**config.mk**
```make
export PLATFORM = sky130hd
export DESIGN_NAME = key_sequencer_flat
export DESIGN_NICKNAME = d
export VERILOG_FILES = /design/src/rtl/key_sequencer_if.sv /design/src/rtl/key_sequencer.sv /design/src/flat_wrapper.sv
export SDC_FILE = /design/constraint.sdc
export NUM_CORES = 1
export LEC_CHECK = 0
export CAP_MARGIN = 10
export CORE_ASPECT_RATIO = 0.75
export CORE_UTILIZATION = 55
export DETAILED_ROUTE_END_ITERATION = 16
export GPL_ROUTABILITY_DRIVEN = 0
export PLACE_DENSITY_LB_ADDON = 0.05
export SYNTH_ARGS = -nofsm -noshare
export SYNTH_HDL_FRONTEND = slang
export SYNTH_SLANG_ARGS = --single-unit
```
**constraint.sdc**
```tcl
create_clock -name clk_i -period 5.9 [get_ports clk_i]
set_input_delay 1.18 -clock clk_i [delete_from_list [all_inputs] [get_ports clk_i]]
set_output_delay 1.18 -clock clk_i [all_outputs]
set_load 0.05 [all_outputs]
```
**src/rtl/key_sequencer_if.sv**
```systemverilog
// ---------------------------------------------------------------------------
// key_sequencer_if
//   Bundles the request side and the button-drive side of the key sequencer.
//   The master (requester / bench) issues start/abort/code and watches the
//   button drives and status; the slave is the sequencer itself.
//
//   start     master->slave  request transmission of code (sampled when idle)
//   abort     master->slave  cancel a transmission in progress
//   code      master->slave  combination, MSB sent first, 1=PB_1, 0=PB_0
//   pb1       slave->master  button-1 drive, high while pressed
//   pb0       slave->master  button-0 drive, high while pressed
//   busy      slave->master  high from the cycle after an accepted start until idle
//   done      slave->master  one-cycle pulse after the final gap (never on abort)
//   symIndex  slave->master  index of the symbol currently being sent
// ---------------------------------------------------------------------------
interface key_sequencer_if #(
  parameter int SEQ_LEN = 4
);
  localparam int IDXW = $clog2(SEQ_LEN + 1);

  logic               start;
  logic               abort;
  logic [SEQ_LEN-1:0] code;
  logic               pb1;
  logic               pb0;
  logic               busy;
  logic               done;
  logic [IDXW-1:0]    symIndex;

  modport master (
    output start, abort, code,
    input  pb1, pb0, busy, done, symIndex
  );

  modport slave (
    input  start, abort, code,
    output pb1, pb0, busy, done, symIndex
  );
endinterface

```
**src/rtl/key_sequencer.sv**
```systemverilog
// ---------------------------------------------------------------------------
// key_sequencer
//   Transmit side of the push-button lock interface. Replays a latched
//   combination as timed press/release pulses on PB_1/PB_0, one symbol per
//   press, so that the lock's slow-clock edge detector sees each press once.
//
//   clk_i   system clock, everything on the rising edge
//   rst_ni  asynchronous active-low reset; releases both buttons immediately
//   bus     key_sequencer_if slave: start/abort/code in,
//           pb1/pb0/busy/done/symIndex out (all registered)
// ---------------------------------------------------------------------------
module key_sequencer #(
  parameter int SEQ_LEN     = 4,
  parameter int HOLD_CYCLES = 1048576,
  parameter int GAP_CYCLES  = 1048576
) (
  input  logic                clk_i,
  input  logic                rst_ni,
  key_sequencer_if.slave      bus
);

  localparam int IDXW = $clog2(SEQ_LEN + 1);
  localparam int MAXC = (HOLD_CYCLES > GAP_CYCLES) ? HOLD_CYCLES : GAP_CYCLES;
  localparam int CW   = $clog2(MAXC + 1);

  typedef enum logic [1:0] {
    IDLE,
    PRESS,
    RELEASE,
    DONE
  } state_t;

  state_t             state_q;
  logic [SEQ_LEN-1:0] code_q;
  logic [IDXW-1:0]    symIdx_q;
  logic [CW-1:0]      cnt_q;
  logic               pb1_q;
  logic               pb0_q;
  logic               busy_q;
  logic               done_q;

  logic [IDXW-1:0]    symIdx_d;
  logic               nextBit_d;

  // Index and button value of the symbol that follows the current one, so
  // the press can start on the very cycle PRESS is entered.
  always_comb begin
    symIdx_d  = symIdx_q + 1'b1;
    nextBit_d = 1'b0;
    for (int i = 0; i < SEQ_LEN; i++) begin
      if ((SEQ_LEN - 1 - i) == int'(symIdx_d)) nextBit_d = code_q[i];
    end
  end

  // Sequencer FSM. The counter counts down from the phase length minus one
  // and the phase ends on the cycle it reads zero, so every phase lasts
  // exactly its programmed number of cycles.
  always_ff @(posedge clk_i or negedge rst_ni) begin
    if (!rst_ni) begin
      state_q  <= IDLE;
      code_q   <= '0;
      symIdx_q <= '0;
      cnt_q    <= '0;
      pb1_q    <= 1'b0;
      pb0_q    <= 1'b0;
      busy_q   <= 1'b0;
      done_q   <= 1'b0;
    end else begin
      done_q <= 1'b0;
      if (state_q != IDLE && bus.abort) begin
        state_q  <= IDLE;
        symIdx_q <= '0;
        cnt_q    <= '0;
        pb1_q    <= 1'b0;
        pb0_q    <= 1'b0;
        busy_q   <= 1'b0;
      end else begin
        case (state_q)
          IDLE: begin
            // Abort wins over a simultaneous start.
            if (bus.start && !bus.abort) begin
              state_q  <= PRESS;
              code_q   <= bus.code;
              symIdx_q <= '0;
              cnt_q    <= CW'(HOLD_CYCLES - 1);
              pb1_q    <= bus.code[SEQ_LEN-1];
              pb0_q    <= !bus.code[SEQ_LEN-1];
              busy_q   <= 1'b1;
            end
          end
          PRESS: begin
            if (cnt_q == '0) begin
              state_q <= RELEASE;
              cnt_q   <= CW'(GAP_CYCLES - 1);
              pb1_q   <= 1'b0;
              pb0_q   <= 1'b0;
            end else begin
              cnt_q <= cnt_q - 1'b1;
            end
          end
          RELEASE: begin
            if (cnt_q == '0) begin
              if (int'(symIdx_q) == SEQ_LEN - 1) begin
                state_q <= DONE;
                cnt_q   <= '0;
                done_q  <= 1'b1;
              end else begin
                state_q  <= PRESS;
                symIdx_q <= symIdx_d;
                cnt_q    <= CW'(HOLD_CYCLES - 1);
                pb1_q    <= nextBit_d;
                pb0_q    <= !nextBit_d;
              end
            end else begin
              cnt_q <= cnt_q - 1'b1;
            end
          end
          DONE: begin
            // A start seen here is dropped; a new one is only taken from IDLE.
            state_q  <= IDLE;
            symIdx_q <= '0;
            busy_q   <= 1'b0;
          end
          default: begin
            state_q <= IDLE;
          end
        endcase
      end
    end
  end

  assign bus.pb1      = pb1_q;
  assign bus.pb0      = pb0_q;
  assign bus.busy     = busy_q;
  assign bus.done     = done_q;
  assign bus.symIndex = symIdx_q;

endmodule

```
**src/flat_wrapper.sv**
```systemverilog
// flat-port wrapper written by rule: the top's interface ports become plain ports
module key_sequencer_flat 
#(
  parameter int SEQ_LEN     = 4,
  parameter int HOLD_CYCLES = 1048576,
  parameter int GAP_CYCLES  = 1048576
)
  (clk_i, rst_ni, bus_start, bus_abort, bus_code, bus_pb1, bus_pb0, bus_busy, bus_done, bus_symIndex);
  key_sequencer_if #(.SEQ_LEN(SEQ_LEN)) bus_i ();
  input  logic clk_i;
  input  logic rst_ni;
  input wire logic [$bits(bus_i.start)-1:0] bus_start;
  input wire logic [$bits(bus_i.abort)-1:0] bus_abort;
  input wire logic [$bits(bus_i.code)-1:0] bus_code;
  output wire logic [$bits(bus_i.pb1)-1:0] bus_pb1;
  output wire logic [$bits(bus_i.pb0)-1:0] bus_pb0;
  output wire logic [$bits(bus_i.busy)-1:0] bus_busy;
  output wire logic [$bits(bus_i.done)-1:0] bus_done;
  output wire logic [$bits(bus_i.symIndex)-1:0] bus_symIndex;
  assign bus_i.start = bus_start;
  assign bus_i.abort = bus_abort;
  assign bus_i.code = bus_code;
  assign bus_pb1 = bus_i.pb1;
  assign bus_pb0 = bus_i.pb0;
  assign bus_busy = bus_i.busy;
  assign bus_done = bus_i.done;
  assign bus_symIndex = bus_i.symIndex;
  key_sequencer #(.SEQ_LEN(SEQ_LEN), .HOLD_CYCLES(HOLD_CYCLES), .GAP_CYCLES(GAP_CYCLES)) u_core (.clk_i(clk_i), .rst_ni(rst_ni), .bus(bus_i));
endmodule
```
==> run metrics <==
cts repair resizes 0; Slew Limit Fails 0; multi-input logic area 1300 sq um; M1 GR Usage 38.6%; Setup Viol. Count Final 0; DR vias 2002; all-layer global routing usage between 20 and 30%; synthesized cell area ~2300 sq um; Hold Vio Cnt, Final 0; Bufs on Longest Clock Path 2; synth warn 0; Seq cells post-synth 34; global-route wire length before repair around 8700 um; Clk pin slew, worst setup/hold paths roughly 0.070 ns; Final nets approximately 280; relative slew slack between 50% and 60%; CP endpoint kind flop; Max Cap Viol 0; critical path class primary input to flop; Remaining DRCs 0; met3 Usage GRT roughly 4.3%; Worst-Margin Slew 0.703 ns; DPL Wire Length 3550 um; kind of start point of the critical path primary input; Die Y 57.5 um; Min-Delay Path Class flop to flop; Fill cells between 300 and 400; CP required between 6 and 7 ns; clk_lat worst skew around 0.28 ns; Min-Delay Endpoint u_core.bus.pb1; total grt overflow 0; RSZ-0062 raised after global routing false; Pwr Density approximately 540 nW/um^2; LEAKAGE 1.14 nW; Hold Crit Start u_core.bus.pb1; total die area around 4400 sq um; cells on worst reg2reg path 8; most frequent cells in the layout dfrtp_1 (34), nor2_1 (23), o21ai_0 (21); ys async rst share 100%; Rows 19; Starting DRT DRC Count ~260; Top FF cell, synth dfrtp_1; Antenna Cells 0; Synth Net Count about 270; Post-CTS Setup Inserts 0; htree depth 2; leading cell type in the layout, fill and taps excluded dfrtp_1; GRT Max-Usage Layer met1; synthesis-to-layout area growth 11.8%; Final ANT Viol Nets 0; synth unique cells 51; Post-Route Utilization between 60 and 70%; Routed WL per cell around 16 um; root buf cell clkbuf_8; vias per cell approximately 6.3; chip width 76.0 um; Final Cycle Share 49.0%; share of cells above drive strength 1 around a tenth; Core ar. 3800 sq um; Tmin final ~2.9 ns; I/O pin count 15; register area share after synthesis between 30% and 40%; met2 global-route usage around 37%; drt first pass iters 5; # hold bufs at CTS 0; reg-to-reg slack, setup between 3 and 4 ns; FF-to-FF Start u_core.cnt_q[0]; Initial Util between 50% and 60%; CP arrival roughly 3.1 ns; worst hold path depth 1; CTS tree yes; cell area after layout 2530 sq um; VDD IR-drop max approximately 0.00033 V; largest net degree at the start of global routing 35; status finished clean; initial antenna violation count 0; Post-Synthesis Cells 251; syn avg cell area around 9 sq um; worst-path fanout max 25; Clock Sinks 34; FF/Latch Area about 850 sq um; final WL 5120 um; Clock Skew between 0.006 and 0.007 ns; number of global-route vias before repair 1774; setup TNS 0 ns; IO buf count 14; number of synthesized flops with an enable pin 0; DP Area about 2400 sq um; fmax 346 MHz; CTS Buf Count 5; Critical R2R Capture u_core.bus.pb1
cells in the mapped netlist, types with 6 or more instances:
cell      number  area share (%)
dfrtp_1       34              38
nor2_1        23             3.8
o21ai_0       21             4.6
a21oi_1       19             4.2
nand2_1       18             3.0
ha_1          13             7.2
inv_1         13             2.2
nor3_1         9             2.0
clkbuf_1       8             1.3
a211o_1        6             2.3
a211oi_1       6             2.0
cells by family after synthesis:
family                     synth area share, %
AOI/OAI and AO/OA                         29.2
adders and majority gates                 7.19
buffers and inverters                     4.76
DFF                                       37.6
muxes                                     2.49
and+or+nand+nor                           18.7
state kept, by name (all words and copies together) (netlist names):
| signal | cells |
|---|---|
| u_core.cnt_q | 21 |
| u_core.code_q | 4 |
| u_core.bus.symIndex | 3 |
| u_core.state_q | 2 |
| u_core.bus.busy | 1 |
| u_core.bus.done | 1 |
| u_core.bus.pb0 | 1 |
| u_core.bus.pb1 | 1 |
power by group:
| part | switching [mW] | internal, mW | total (mW) | leakage (nW) |
|---|---|---|---|---|
| logic | 0.469 | 0.327 | 0.796 | 0.646 |
| clock network | 0.0817 | 0.0941 | 0.176 | 0.0482 |
| registers | 0.0870 | 0.315 | 0.402 | 0.441 |
| total | 0.638 | 0.736 | 1.37 | 1.14 |
critical path, stage by stage:
cell and delay (ns):
clkdlybuf4s50_1 0.56, o21ai_1 0.35, o31ai_2 0.11, buf_4 0.25
o41ai_1 0.31, o31ai_1 0.12, a21o_1 0.18
metrics by stage:
step	instances	worst slack, ns	hold WS [ns]	total power [mW]
after floorplan	251	3.37	0.461	1.01
after global placement	308	2.81	0.484	1.18
after detailed placement	308	2.74	0.481	1.19
after CTS	316	3.03	0.499	1.37
after global routing	316	2.88	0.518	1.48
final	316	3.01	0.502	1.37
layout make-up:
type                    instances  share of cell area, %
clock buffers                   7                   3.41
clock inverters                 1                  0.198
inverters                      13                   1.93
multi-input cells             191                   51.5
flip-flops and latches         34                   33.6
well taps                      52                   2.57
repair buffers                 18                   6.73
worst max path at each step:
stage | from | end | slack (ns) | cells after the start
floorplan | bus_abort | u_core.cnt_q[9] | 3.37 | 5
global placement | bus_abort | u_core.cnt_q[13] | 2.81 | 7
detailed placement | bus_abort | u_core.cnt_q[13] | 2.74 | 7
CTS | bus_abort | u_core.cnt_q[13] | 3.03 | 7
global route | bus_abort | u_core.cnt_q[15] | 2.88 | 7
finish | bus_abort | u_core.cnt_q[13] | 3.01 | 7
metal layers:
| layer | share of wire (%) | vias to the layer above |
|---|---|---|
| met1 | 51 | 960 |
| met2 | 41 | 74 |
| met3 | 7.1 | 4 |
| met4 | 0.57 | 0 |
| li1 | - | 964 |
| met5 | 0 | - |
Note: power is estimated with default switching activity, not from simulation.
